<file path="config.mk">
export PLATFORM = sky130hd
export DESIGN_NAME = pwm_duty_generator
export DESIGN_NICKNAME = d
export VERILOG_FILES = /design/src/rtl/pwm_duty_generator_pkg.sv /design/src/rtl/pwm_duty_generator_btn_debounce.sv /design/src/rtl/pwm_duty_generator.sv
export SDC_FILE = /design/constraint.sdc
export NUM_CORES = 1
export LEC_CHECK = 0
export ABC_AREA = 0
export CORE_MARGIN = 5
export CORE_UTILIZATION = 35
export CTS_CLUSTER_DIAMETER = 40
export CTS_CLUSTER_SIZE = 10
export DETAILED_ROUTE_END_ITERATION = 10
export DONT_BUFFER_PORTS = 1
export GPL_ROUTABILITY_DRIVEN = 0
export HOLD_SLACK_MARGIN = 0.02
export SLEW_MARGIN = 20
export SYNTH_ARGS = -nofsm -noshare
export SYNTH_HDL_FRONTEND = slang
export SYNTH_SLANG_ARGS = --single-unit
</file>
<file path="constraint.sdc">
create_clock -name CLK -period 3.6 [get_ports CLK]
set_clock_uncertainty 0.1 [all_clocks]
set_input_delay 0.72 -clock CLK [delete_from_list [all_inputs] [get_ports CLK]]
set_output_delay 0.72 -clock CLK [all_outputs]
set_load 0.01 [all_outputs]
</file>
<file path="src/rtl/pwm_duty_generator_pkg.sv">
// Shared defaults, widths and duty-step arithmetic for the PWM duty generator.
// The display driver imports the same package so its percentage divisor tracks PWM_STEP.
package pwm_duty_generator_pkg;

  localparam int unsigned PWM_PERIOD   = 25000;
  localparam int unsigned PWM_STEP     = 250;
  localparam int unsigned PWM_DEBOUNCE = 1_000_000;
  localparam int unsigned PWM_REPEAT   = 12_500_000;
  localparam int unsigned PWM_W        = 15;
  localparam int unsigned SHADOW_W     = 16;

  typedef logic [SHADOW_W-1:0] shadow_t;

  // Packed {up, down} press pair; simultaneous presses cancel.
  typedef enum logic [1:0] {
    STEP_HOLD = 2'b00,
    STEP_DOWN = 2'b01,
    STEP_UP   = 2'b10,
    STEP_BOTH = 2'b11
  } step_cmd_e;

  // Saturating duty step; 16 bits so cur+step cannot wrap for any 15-bit period.
  function automatic shadow_t step_duty(input shadow_t cur, input step_cmd_e cmd,
                                        input shadow_t step, input shadow_t period);
    shadow_t sum;
    shadow_t result;
    sum    = cur + step;
    result = cur;
    case (cmd)
      STEP_UP:   result = (sum > period) ? period : sum;
      STEP_DOWN: result = (cur < step) ? '0 : (cur - step);
      default:   result = cur;
    endcase
    return result;
  endfunction

endpackage

</file>
<file path="src/rtl/pwm_duty_generator_btn_debounce.sv">
// Button conditioner: 2-FF synchroniser, debounce counter and 1-cycle press pulse.
// Optional auto-repeat while held, enabled by defining PWM_AUTO_REPEAT_EN.
module btn_debounce
  import pwm_duty_generator_pkg::*;
#(
  parameter int unsigned DEBOUNCE = PWM_DEBOUNCE,
  parameter int unsigned REPEAT   = PWM_REPEAT
) (
  input  logic clk,
  input  logic rst,
  input  logic btn,
  output logic press
);

  localparam int unsigned DW = $clog2(DEBOUNCE + 1);
  localparam logic [DW-1:0] DB_LAST = DW'(DEBOUNCE - 1);

  if (DEBOUNCE < 1 || REPEAT < 1) begin : g_bad_param
    $error("btn_debounce: DEBOUNCE and REPEAT must be at least 1");
  end

  logic          meta;
  logic          sync;
  logic          level;
  logic [DW-1:0] db_cnt;
  logic          flip;
  logic          rise;

  // Level flips on the DEBOUNCE-th consecutive sample that disagrees with it.
  assign flip = (sync != level) && (db_cnt == DB_LAST);
  assign rise = flip & sync;

  always_ff @(posedge clk) begin
    if (rst) begin
      meta   <= 1'b0;
      sync   <= 1'b0;
      level  <= 1'b0;
      db_cnt <= '0;
    end else begin
      meta <= btn;
      sync <= meta;
      if (sync != level) begin
        if (flip) begin
          level  <= sync;
          db_cnt <= '0;
        end else begin
          db_cnt <= db_cnt + DW'(1);
        end
      end else begin
        db_cnt <= '0;
      end
    end
  end

`ifdef PWM_AUTO_REPEAT_EN
  localparam int unsigned RW = $clog2(REPEAT + 1);
  localparam logic [RW-1:0] RP_LAST = RW'(REPEAT - 1);

  logic [RW-1:0] rep_cnt;
  logic          rep_fire;

  // Repeat timer runs only while the debounced level is high and is not releasing.
  assign rep_fire = level & ~flip & (rep_cnt == RP_LAST);

  always_ff @(posedge clk) begin
    if (rst || !level) begin
      rep_cnt <= '0;
    end else if (rep_cnt == RP_LAST) begin
      rep_cnt <= '0;
    end else begin
      rep_cnt <= rep_cnt + RW'(1);
    end
  end

  always_ff @(posedge clk) begin
    if (rst) press <= 1'b0;
    else     press <= rise | rep_fire;
  end
`else
  always_ff @(posedge clk) begin
    if (rst) press <= 1'b0;
    else     press <= rise;
  end
`endif

endmodule

</file>
<file path="src/rtl/pwm_duty_generator.sv">
// PWM duty generator: button-driven shadow duty, period counter and registered comparator.
// Optional auto-repeat of held buttons is selected with PWM_AUTO_REPEAT_EN.
module pwm_duty_generator
  import pwm_duty_generator_pkg::*;
#(
  parameter int unsigned PERIOD   = PWM_PERIOD,
  parameter int unsigned STEP     = PWM_STEP,
  parameter int unsigned DEBOUNCE = PWM_DEBOUNCE,
  parameter int unsigned REPEAT   = PWM_REPEAT
) (
  input  logic             CLK,
  input  logic             RST,
  input  logic             BTN_UP,
  input  logic             BTN_DOWN,
  output logic             PWM_OUT,
  output logic [PWM_W-1:0] PWM
);

  localparam int unsigned   CW       = (PERIOD > 1) ? $clog2(PERIOD) : 1;
  localparam logic [CW-1:0] CNT_LAST = CW'(PERIOD - 1);
  localparam shadow_t       STEP_S   = SHADOW_W'(STEP);
  localparam shadow_t       PERIOD_S = SHADOW_W'(PERIOD);

  logic [CW-1:0] cnt;
  shadow_t       shadow;
  logic          up_press;
  logic          down_press;
  step_cmd_e     cmd;
  logic          wrap;

  btn_debounce #(.DEBOUNCE(DEBOUNCE), .REPEAT(REPEAT)) u_btn_up (
    .clk   (CLK),
    .rst   (RST),
    .btn   (BTN_UP),
    .press (up_press)
  );

  btn_debounce #(.DEBOUNCE(DEBOUNCE), .REPEAT(REPEAT)) u_btn_down (
    .clk   (CLK),
    .rst   (RST),
    .btn   (BTN_DOWN),
    .press (down_press)
  );

  assign cmd  = step_cmd_e'({up_press, down_press});
  assign wrap = (cnt == CNT_LAST);

  // Active duty is reloaded only at the period boundary so the waveform never glitches.
  always_ff @(posedge CLK) begin
    if (RST) begin
      cnt     <= '0;
      shadow  <= '0;
      PWM     <= '0;
      PWM_OUT <= 1'b0;
    end else begin
      cnt     <= wrap ? '0 : (cnt + CW'(1));
      shadow  <= step_duty(shadow, cmd, STEP_S, PERIOD_S);
      if (wrap) PWM <= PWM_W'(shadow);
      PWM_OUT <= SHADOW_W'(cnt) < SHADOW_W'(PWM);
    end
  end

endmodule

</file>
Word level (Yosys, flattened, before mapping). Cells that the tools add are included.

Add/sub/neg operators: 5. Multiply operators: 0. Divide/modulo/power cells: 0. $lt $le $gt $ge: 3. Eq/ne operators: 7. Shift-type cells: 0. Mux-type cells: 3. Bitwise logic cells: 4. Reduce and logical (&&, ||, !) cells: 8.

Operators by type and width (count): 20-bit by 1-bit adder with 20-bit output, second input constant (2); 20-bit equality test, second input constant (2); 16-bit two-way mux (2); 16-bit case mux with 2 select lines (1); 16-bit by 8-bit adder with 16-bit output, second input constant (1); 16-bit by 15-bit greater-than comparator with 1-bit output, second input constant (1); 16-bit by 8-bit < comparator with 1-bit output, second input constant (1); 16-bit by 8-bit subtractor with 16-bit output, second input constant (1); 15-bit by 1-bit adder with 15-bit output, second input constant (1); 15-bit equality test, second input constant (1); 15-bit < comparator (1); 3-bit OR reduction (2); 2-bit AND reduction (2); 1-bit AND (2); 2-bit by 1-bit equality test with 1-bit output, second input constant (1); 2-bit equality test, second input constant (1); 1-bit logical AND (2); 1-bit inequality test (2); 1-bit NOT (2); 2-bit nonzero test (1); 2-bit OR reduction (1).

Register bits after elaboration: 95. Latch bits: 0. RAM bits: 0. Bits in read-only memories: 0. Input port bits: 4. Output and inout port bits: 16. Logic and storage cells: 44. Memories kept: 0.

Longest topological paths before layout. Gate-level depths: netlist of the first run.

Depth in word-level cells: 4. Depth in mapped cells: 9. Mapped depth without buffers: 8.

By module. A second synthesis of the first run with hierarchy kept.

Cell total of the unflattened synthesis: 639. Area total of the unflattened synthesis: 5188.7 um^2.

Modules (own cells, without submodules): pwm_duty_generator (instances 1, cells each 399, area each 3061.7 um^2, seq. area each 900.9 um^2); btn_debounce (instances 2, cells each 120, area each 1063.5 um^2, seq. area each 480.5 um^2).

Worst setup path after synthesis of the first run. Ideal clock, no wire load.

Path type: reg-to-reg. Start point: reg shadow[1]. End point: reg shadow[7]. Library setup time: 134 ps. Data arrival time: 1878 ps. Required time: 3366 ps. Setup slack: 1488 ps. Cell stages (with the launch flop): 9. Buffers on the path: 1. Period minus slack after synthesis: 2112 ps. Cell sequence: dfxtp_1 > buf_2 > inv_1 > ha_1 > nand3b_1 > or2_2 > a221o_1 > a22oi_1 > o22ai_1.

Cells in the longest elaborated chain, start to end: 4. Elaborated cells on any way between the ends: 7. Those cells by class: add/sub: 2; order compare: 2; mux: 3.

Ends and longest elaborated chain: start: declaration (line pwm_duty_generator.sv:25) `shadow_t shadow;`; start signal: assignment (line pwm_duty_generator.sv:57) `shadow <= step_duty(shadow, cmd, STEP_S, PERIOD_S);`; 16-bit by 8-bit adder with 16-bit output (line pwm_duty_generator_pkg.sv:27) `sum = cur + step;`; 16-bit by 15-bit greater-than comparator with 1-bit output (line pwm_duty_generator_pkg.sv:30) `STEP_UP: result = (sum > period) ? period : sum;`; 16-bit two-way mux (line pwm_duty_generator_pkg.sv:30); 16-bit case mux with 2 select lines * (line pwm_duty_generator_pkg.sv:29) `case (cmd)`.

Every way passes the cells marked *; elsewhere a longest branch is shown, timed or not. A chain may end at the register's enable or synchronous reset.

Worst setup path in the final report of the first run.
Start point: reg shadow[4]. End point: reg shadow[6].

Same word-level chain as after synthesis.

==> reports/summary.md, run 1 <==
The critical-path cell with the highest stage delay is sky130_fd_sc_hd__dfxtp_1. The boundary pin count came out at 20. The detail-routed via count per cell is 5.24.

The number of antenna violations at the first check in global routing was 1; the floorplan row count was 44. The logs give 0.384 for the core utilization of the finished layout and 0.367 for the share of the yosys chip area belonging to registers. The clock period minus worst slack is 2530 ps, and the final setup violation count is 0. The number of nets handed over by synthesis was 646. Yosys attributes the largest share of cell area to sky130_fd_sc_hd__dfxtp_1, sky130_fd_sc_hd__nor2_1, sky130_fd_sc_hd__xor2_1. Derived from the worst setup path, the maximum achievable clock frequency is 395 MHz. Before CTS, the worst setup slack after placement is 1170 ps.

The largest delay contributor family on the critical path is compound AO/OA/AOI/OAI gates. The synthesized design contains 93 register bits. Counting flops with a built-in enable in the synthesized netlist gives 0. Setup repair after global routing left no endpoint under its margin. For the total routing resource utilization after global routing, the log shows 0.138. The commonest cells after synthesis are sky130_fd_sc_hd__nor2_1, sky130_fd_sc_hd__dfxtp_1, sky130_fd_sc_hd__nand2_1.

In this run the tool buffered the top-level ports with 0 buffer cells. At the worst endpoint, the arrival time is 2710 ps. The via count is 4152.

The pre-antenna-repair detailed-routing pass consisted of 5 iterations. The element type at the critical path end is a register. The first global-routing pass estimated 19200 µm of wire. In this run the deepest clock path goes through 2 buffers. The logs give 0 for the number of slew-limit violations in the final report and 627 for the number of nets at the end of the flow.

Summed over all nets, the half-perimeter wirelength after detailed placement is 7890 µm. The logs give 0 for the quantity of hold-fixing buffers added after cts and 191 µV for the maximum VDD drop. TritonCTS built the clock tree. The share of cells above drive strength 1 was 0.0592; the count of placed standard cells in the final layout, fillers left out was 792. The setup slack of the most critical reg-to-reg path was 1070 ps; the cell area after technology mapping was 5070 µm². The peak fanout along the critical path is 16.

The core region is 14400 µm². Once the clock tree was built, the resizer swapped 0 gates to a different size. The max-slew headroom at the worst pin is 0.287, and the die width is 130 µm. The run gives 11200 µm as the sum of routed wire length over all layers. The proportion of synthesized flip-flops having asynchronous set or reset works out to 0. The cell type with the largest total area after synthesis is sky130_fd_sc_hd__dfxtp_1.

Buffers added to address setup during post-CTS repair amount to 0. The effective utilization at floorplan was 0.353. Max-cap check violation count: 0. The pin count of the biggest net entering global routing is 39, and the TritonCTS sink count is 93. The clock tree synthesis step divided the H-tree into 3 levels.

After synthesis, the netlist uses 64 different library cells. In this run the static leakage power is 1.96 nW. The tree is rooted in a sky130_fd_sc_hd__clkbuf_16. The power density over the cells was 415 nW/µm².

The min-delay analysis places its worst path in the category in2reg. The cell count after placement came out at 776. Dividing the detail-routed wire length by the instance count gives 14.1 µm. The critical path is of the reg2reg type. The detailed router finished its first iteration with 227 violations. The run gives 0 as the hold violation total from the final report. The count of mapped cells out of synthesis came out at 622. The total negative slack is 0 ps. Critical path required time: 3780 ps.

The Yosys step of the flow raised 0 warnings. The area fraction of the dominant cell type after synthesis was 0.367. The floorplan step defined a die boundary enclosing 17000 µm². The share of the clock period used by the worst path works out to 0.704. The total overflow left after global routing is 0.

After clock tree synthesis, the clock-pin slew on the worst setup and hold paths is 70 ps. By instance count, the leading cell after synthesis is sky130_fd_sc_hd__nor2_1. The combined buffer and inverter count along the critical path is 0. The worst setup path is launched from a register.

Measured along the y axis, the die boundary spans 130 µm. The actual slew at the worst max-slew pin is 1070 ps, and the number of global-route vias before repair is 3991. The maximum cell stage delay along the critical path was 670 ps; the CTS buffer count was 9. The antenna diode instance count was 0; the final critical-path setup slack was 1070 ps. The total power is 2.29 mW.

For this run, the leading register cell type out of synthesis is sky130_fd_sc_hd__dfxtp_1. The insertion delay of the later-clocked pin in the worst-skew pair is 350 ps, and the signed area change from the synthesized netlist to the final layout is 8.86%. The DRC violation count after routing is 0.

The critical path goes through o211ai_2, o211ai_1, nand2_1, nor4b_1, o311ai_0, a31oi_1. The synthesized area divided by synthesized cell count works out to 8.15 µm². The number of antenna-violating nets in the routed design is 0. The run finished with clean final reports.
final cells by class:
type	count	area (µm²)
clock buffer	10	239
clock inverter	6	116
fill	1440	8850
inverter	32	120
multi-input combinational	466	2950
sequential	93	1860
tap	184	230
timing repair buffer	1	7.51
sequential cells by signal, indices dropped and copies added, names as in the netlist:
signal             count
cnt                   15
u_btn_up.press         1
u_btn_up.db_cnt       20
u_btn_down.level       1
shadow                15
u_btn_up.sync          1
PWM_OUT                1
u_btn_down.press       1
PWM                   14
u_btn_down.db_cnt     20
u_btn_up.level         1
u_btn_down.sync        1
u_btn_down.meta        1
u_btn_up.meta          1
cell usage in the layout (no fill, tap or decap), types with 16 or more instances in the layout:
master / Yosys / final
sky130_fd_sc_hd__nor2_1: 112 / 112
sky130_fd_sc_hd__dfxtp_1: 93 / 93
sky130_fd_sc_hd__nand2_1: 43 / 43
sky130_fd_sc_hd__inv_1: 31 / 31
sky130_fd_sc_hd__a21oi_1: 31 / 31
sky130_fd_sc_hd__xor2_1: 29 / 29
sky130_fd_sc_hd__xnor2_1: 26 / 26
sky130_fd_sc_hd__nand3_1: 22 / 22
sky130_fd_sc_hd__ha_1: 20 / 20
sky130_fd_sc_hd__mux2i_1: 18 / 18
sky130_fd_sc_hd__nand4_1: 17 / 17
sky130_fd_sc_hd__nor3_1: 16 / 16
worst paths after layout:
path                    from  depth (start not counted)               to
max                shadow[4]                          6        shadow[6]
min                      RST                          1  u_btn_down.meta
max reg2reg        shadow[4]                          6        shadow[6]
min reg2reg  u_btn_down.meta                          1  u_btn_down.sync
worst reg2reg max path, delay by kind of cell (launching register included):
family	cells	cell delay [ps]
compound gates	4	930
simple gates	2	750
flops	1	670
power by group:
group | internal, mW | leakage (nW) | total (mW) | switching (mW)
Clock | 0.704 | 0.174 | 1.13 | 0.427
Combinational | 0.0422 | 1.04 | 0.0952 | 0.0530
Sequential | 1.04 | 0.751 | 1.07 | 0.0251
stage by stage:
stage,hold slack [ps],area (µm²)
6_report,339,5520
5_1_grt,325,5520
4_1_cts,328,5520
3_5_place_dp,329,5160
3_3_place_gp,325,5160
2_1_floorplan,314,5070
cell families (layout without fill, tap and decap cells):
kind of cell | Yosys count | in the layout | synth area share
flops | 93 | 93 | 0.367
other cells | 1 | 1 | 0.000739
fa+ha+maj | 20 | 20 | 0.0493
mux | 18 | 18 | 0.0355
simple gates | 265 | 265 | 0.252
compound gates | 107 | 107 | 0.149
buf+inv | 63 | 49 | 0.0521
xor+xnor | 55 | 55 | 0.0950
metal layers:
layer	part of all wire	track usage	vias to the layer above	routed length [µm]
li1	-	-	2118	-
met1	0.47	0.182	1951	5260
met2	0.47	0.222	65	5230
met3	0.043	0.0354	16	480
met4	0.015	0.0478	2	165
met5	0.00063	0	-	7
(Power assumes the default switching activity.)
==> run 2: changes to the inputs <==
Clock period 3.6 ns to 2.1 ns, I/O delays scaled along.
==> run 2 against run 1 <==
Net effect:
- the flow now finishes with violations (setup timing)
- total power up 58%
- routed wire length up 8.5%
- first-iteration DRC count down 16%
- hold slack worse by 300 ps
- via count up 7.4%
- maximum frequency up 18%
- combinational power up 140%
- non-clock buffer count up 61
- global-route usage up 0.89 points
- sequential share of layout area down 2.7 points
- critical endpoint is now shadow[1]
- highest routed layer is now met4
==> reports/summary.md, run 2 (synthesis gave the netlist of run 1 again) <==
Fill cells in the final layout number 1401. CTS placed an instance of sky130_fd_sc_hd__clkbuf_16 at the clock tree root. The logs give 4459 for the via count and 2240 ps for the critical path required time.

After routing the design area is 6010 µm². The die width was 130 µm. The tools report the global routing met3 resource utilization as 0.0297.

Hold is met by 36.5 ps. For the instance area after placement, the log shows 5580 µm². Number of port buffers: 0.

The startpoint identified for the worst register-to-register timing path is shadow[1]. The maximum level of the CTS H-tree was 3. In this run the most used layer during global routing was met2. The number of nets at the end of the flow came out at 688. For this block, the initial DRC count from the detailed router was 191. The setup slack of the most critical reg-to-reg path is -50 ps, and the power density over the cells is 604 nW/µm². The design draws 3.63 mW.

The floorplan step set the die height to 130 µm. The largest registers in the layout are u_btn_down.db_cnt: 20 flops, u_btn_up.db_cnt: 20 flops. The run finished, with violations left. In this run the count of I/O pins placed on the die edge is 20. The final reports fail on setup timing.

Along the worst path, the maximum fanout reaches 10. The run gives 0 as the number of slew-limit violations in the final report. The critical path is of the reg2reg type.

The logs give 854 for the count of placed standard cells in the final layout, fillers left out and 829 for the cell count after placement. Quantity of hold-fixing buffers added after cts: 0. TritonCTS built the clock tree. Timing analysis after detailed placement gives a worst setup slack of -92.3 ps. The first TritonRoute pass finished after 5 iterations. The clock-pin transition on the worst setup and hold timing paths was 70 ps; the die area was 17000 µm². The logs give 0 for the DRC violation count after routing and 0 for the hold violation total from the final report. The met1 track demand over resource in global routing was 0.186. The tightest min-delay check is of the in2reg type. The total routing resource utilization after global routing was 0.147.

The floorplan core area is 14400 µm², and the total grt overflow is 0. The share of cells above drive strength 1 was 0.166. The final setup violation count was 14; the routed wire length per instance was 14.2 µm.

Entering global routing, the biggest net connects 39 pins. The TritonCTS sink count is 93, and the number of antenna-violating nets in the routed design is 0. Top achievable clock speed: 464 MHz. The worst setup path is captured at a register. The smallest clock period supported by the final layout is computed as 2150 ps. STA classifies the critical path startpoint as a register. Most common library cell in the layout ignoring fill and taps: sky130_fd_sc_hd__nor2_1.

The detail-routed via count per cell was 5.22; the effective utilization at floorplan was 0.353. The floorplan has 44 rows. The run gives -54.1 ps as the final critical-path setup slack.

The worst hold path begins at RST. The library cells used most frequently in the layout, excluding fill and tap cells, are sky130_fd_sc_hd__nor2_1, sky130_fd_sc_hd__dfxtp_1, sky130_fd_sc_hd__buf_4. No sink is reached through more buffers than the 2 on the longest clock path. Max-cap check violation count: 0.

The global-route track usage on met2 was 0.241. IR analysis of the VDD net gives a maximum drop of 360 µV. Setup repair after global routing could not meet its margin everywhere. The signed area change from the synthesized netlist to the final layout came out at 18.5%. The sum of routed wire length over all layers was 12100 µm. The logs give 4230 for the number of global-route vias before repair and 8720 µm for the half-perimeter wire length of the detailed placement result. The share of the clock period used by the worst path is 1.03, and the wire length of the first global-routing pass is 20200 µm. STA puts the critical path data arrival time at 2300 ps. The number of antenna violations at the first check in global routing came out at 1. The worst setup path startpoint is shadow[1]. Total leakage power: 2.25 nW. The logs give 9 for the CTS buffer count and 350 ps for the insertion delay of the later-clocked pin in the worst-skew pair.
## run 2: what timing repair did
| action | CTS | global route |
|---|---|---|
| pin swaps | 6 | 10 |
| setup buffers | 4 | 4 |
| endpoints found under the setup margin | 14 | 14 |
| resized for setup | 14 | 5 |
| hold endpoints to repair | 0 | 0 |
## run 2: report_power, final
part           total (mW)  internal (mW)  switching [mW]
sequential           1.80           1.78          0.0164
clock                1.60          0.834           0.769
combinational       0.225          0.100           0.124
## run 2: worst max-delay path: stages, from the launching register on
cell                        delay, ps
sky130_fd_sc_hd__dfxtp_2          340
sky130_fd_sc_hd__buf_4            180
sky130_fd_sc_hd__a211oi_4         370
sky130_fd_sc_hd__nand3_2          130
sky130_fd_sc_hd__a21oi_2          200
sky130_fd_sc_hd__buf_4            140
sky130_fd_sc_hd__o22ai_2          120
sky130_fd_sc_hd__buf_4            170
sky130_fd_sc_hd__o211a_4          170
sky130_fd_sc_hd__o2bb2ai_1        130
## run 2: metal layers
| layer | vias up | part of all wire |
|---|---|---|
| met5 | - | 0 |
| met4 | 0 | 0.023 |
| met3 | 25 | 0.039 |
| met2 | 69 | 0.47 |
| met1 | 2122 | 0.47 |
| li1 | 2243 | - |
## run 2: cell type report
type	instances	area (µm²)	share of cell area
clock inverters	7	66.3	0.0110
flip-flops and latches	93	1870	0.311
repair buffers	62	478	0.0795
multi-input cells	466	3020	0.503
clock buffers	9	225	0.0375
well taps	184	230	0.0383
diodes	1	2.50	0.000416
inverters	32	120	0.0200
## run 2: worst paths after layout
| path | to | cells after the start |
|---|---|---|
| max | shadow[1] | 9 |
| min | u_btn_down.meta | 1 |
| max reg2reg | shadow[1] | 9 |
| min reg2reg | u_btn_up.sync | 1 |
## run 2: metrics by stage
step / setup TNS [ps] / utilization
floorplan: 0 / -
global placement: 0 / 0.388
detailed placement: -640 / 0.388
CTS: -3.27 / 0.415
global route: -1340 / 0.418
finish: -406 / 0.418
==> run 3: changes to the inputs <==
Settings changed: CORE_MARGIN 5 to 8, TNS_END_PERCENT set to 10.
==> run 3 against run 2 <==
Net effect:
- non-clock buffer count fell by 7
- routed wire length fell by 1.8%
- first-iteration DRC count rose by 24%
- the run now ends clean
- critical path type unchanged
- cell count fell by 0.82%
- sequential share of layout area barely moved
- maximum frequency rose by 3.8%
- total power rose by 7.8%
- global-route usage fell by 1.4 points
- cell area rose by 0.23%
- setup slack improved by 78 ps
==> reports/summary.md, run 3 (synthesis gave the netlist of run 1 again) <==
Setup repair after global routing could not meet its margin everywhere. The wire length of the first global-routing pass is 19900 µm, and the maximum level of the CTS H-tree is 3. The logs give 681 for the number of nets at the end of the flow and 0 for the final setup violation count.

The finished layout cell area was 6020 µm²; the TritonCTS sink count was 93. The critical path ends at shadow[4]. The hold path depth came out at 1. The logs give 4236 for the number of global-route vias before repair and 4 for the detailed-routing iteration count for the pre-antenna-repair pass. Summing all flip-flop and latch instances after layout gives 1870 µm².

The core region is 14400 µm². The die boundary height was 136 µm; the DRC violation count after routing was 0. In this run the worst path has a maximum fanout of 7. In this run the core area contains 44 standard-cell rows.

The global-route track usage on met2 came out at 0.221. Entering global routing, the biggest net connects 39 pins. The clock period could shrink to 2080 ps.

In the final routed layout, each cell accounts on average for 14.0 µm. The number of slew-limit violations in the final report was 0; the sum of routed wire length over all layers was 11900 µm. The root buffer cell chosen for the clock tree is sky130_fd_sc_hd__clkbuf_16. The logs give 0 for the hold violation total from the final report and 350 ps for the insertion delay of the later-clocked pin in the worst-skew pair.

The tools report the half-perimeter wire length of the detailed placement result as 8540 µm. At the worst endpoint, the arrival time is 2240 ps. Across all setup checks in the final design, the least slack found is 23.9 ps. The run gives 482 MHz as the top achievable clock speed.

Leaving out fill and tap cells, the most frequent cells in the layout are sky130_fd_sc_hd__nor2_1, sky130_fd_sc_hd__dfxtp_1, sky130_fd_sc_hd__buf_4. The most critical setup path has its startpoint at shadow[1]. The share of the clock period used by the worst path is 0.989, and the global routing met3 resource utilization is 0.0266. The run gives 558 µV as the maximum VDD drop. The total leakage power is 2.23 nW.

The die covers 18600 µm². The count of placed standard cells in the final layout, fillers left out came out at 847. The kind of critical path is reg2reg. Setup total negative slack on the finished layout was measured at 0 ps. The tools report the via count as 4348.

Leaving out fill and tap cells, the most frequent cell in the layout is sky130_fd_sc_hd__nor2_1. The total routing resource utilization after global routing was 0.133; the cell count after placement was 826. STA classifies the critical path endpoint as a register.

Setup slack of the most critical reg-to-reg path: 20 ps. The number of antenna violations at the first check in global routing was 1; the number of antenna-violating nets in the routed design was 0. 20 I/O pins were placed. The flow ran to the end, and the final reports show no timing, DRC or antenna violations.

The beginning of the worst register-to-register path is shadow[1]. The tools report the kind of start point of the critical path as a register. Total power: 3.91 mW. The share of cells above drive strength 1 was 0.154; the power density over the cells was 649 nW/µm². In this run the horizontal extent of the chip is 136 µm. The tools report the effective utilization at floorplan as 0.353. The number of fill cells in the layout is 1377.

The logs give 237 for the number of DRC markers in iteration 0 and 37.8 ps for the final-layout worst hold slack. Critical register-to-register path endpoint: shadow[4]. After detailed placement, the total cell area comes to 5550 µm².

The path type of the worst min-delay path is in2reg. The largest registers in the layout are u_btn_down.db_cnt: 20 flops, u_btn_up.db_cnt: 20 flops. Worst reg-to-reg path cell count: 7. The max-cap check violation count was 0.

The area growth from synthesis to layout is 18.8%. The detail-routed via count per cell works out to 5.13. Buffers placed on the I/O ports in this run total 0. met2 is the most crowded layer. The met1 track demand over resource in global routing was 0.158. The number of clock buffers added by TritonCTS is 9. The core utilization of the finished layout is 0.419.

TritonCTS built the clock tree. The total grt overflow came out at 0. The maximum number of buffers from clock root to sink was 2; the clock-pin transition on the worst setup and hold timing paths was 70 ps.

The logs give -63.7 ps for the worst setup slack before clock tree synthesis and 3030 µm² for the area of combinational cells with multiple inputs. STA puts the critical path data required time at 2260 ps.
run 3: changes by cell type in the layout (fill, tap and decap cells not counted), sizes merged:
cell	previous run	this run
clkinvlp	2	1
clkbuf	9	11
buf	62	55
clkinv	2	1
bufinv	0	3
inv	35	32
run 3: timing repair:
| action | CTS | global route |
|---|---|---|
| setup buffers | 2 | 2 |
| hold buffers | 0 | 0 |
| endpoints found under the setup margin | 12 | 24 |
| pin swaps | 7 | 7 |
| resized for setup | 8 | 13 |
run 3: how the worst min path moves through the flow:
stage / start / endpoint / slack, ps
2_1_floorplan: u_btn_down.meta / u_btn_down.sync / 310
4_1_cts: RST / u_btn_down.meta / 20
3_3_place_gp: u_btn_up.meta / u_btn_up.sync / 320
3_5_place_dp: u_btn_up.meta / u_btn_up.sync / 330
5_1_grt: RST / u_btn_down.meta / 30
6_report: RST / u_btn_down.meta / 40
run 3: power by group:
part           internal (mW)  leakage [nW]  switching (mW)
sequential              1.79         0.754          0.0243
clock                   1.17         0.160           0.714
combinational          0.106          1.31           0.113
total                   3.06          2.23           0.851
run 3: area by class of cell:
class | count | area share
repair buffers | 55 | 0.0719
inverters | 32 | 0.0199
well taps | 184 | 0.0382
clock inverters | 5 | 0.0177
multi-input cells | 466 | 0.503
clock buffers | 11 | 0.0386
flip-flops and latches | 93 | 0.310
diodes | 1 | 0.000415
run 3: worst max-delay path: stages (launching register included):
cell                        delay (ps)
sky130_fd_sc_hd__dfxtp_2           350
sky130_fd_sc_hd__ha_4              170
sky130_fd_sc_hd__or3_4             380
sky130_fd_sc_hd__o21ai_2           150
sky130_fd_sc_hd__a21oi_2            90
sky130_fd_sc_hd__o22ai_2           220
sky130_fd_sc_hd__o2111ai_4         240
sky130_fd_sc_hd__o31ai_2           270
run 3: metal layers:
| layer | vias up | routed length [µm] | part of all wire |
|---|---|---|---|
| met2 | 56 | 5620 | 0.47 |
| met5 | - | 0 | 0 |
| met3 | 19 | 417 | 0.035 |
| li1 | 2234 | - | - |
| met4 | 0 | 287 | 0.024 |
| met1 | 2039 | 5550 | 0.47 |
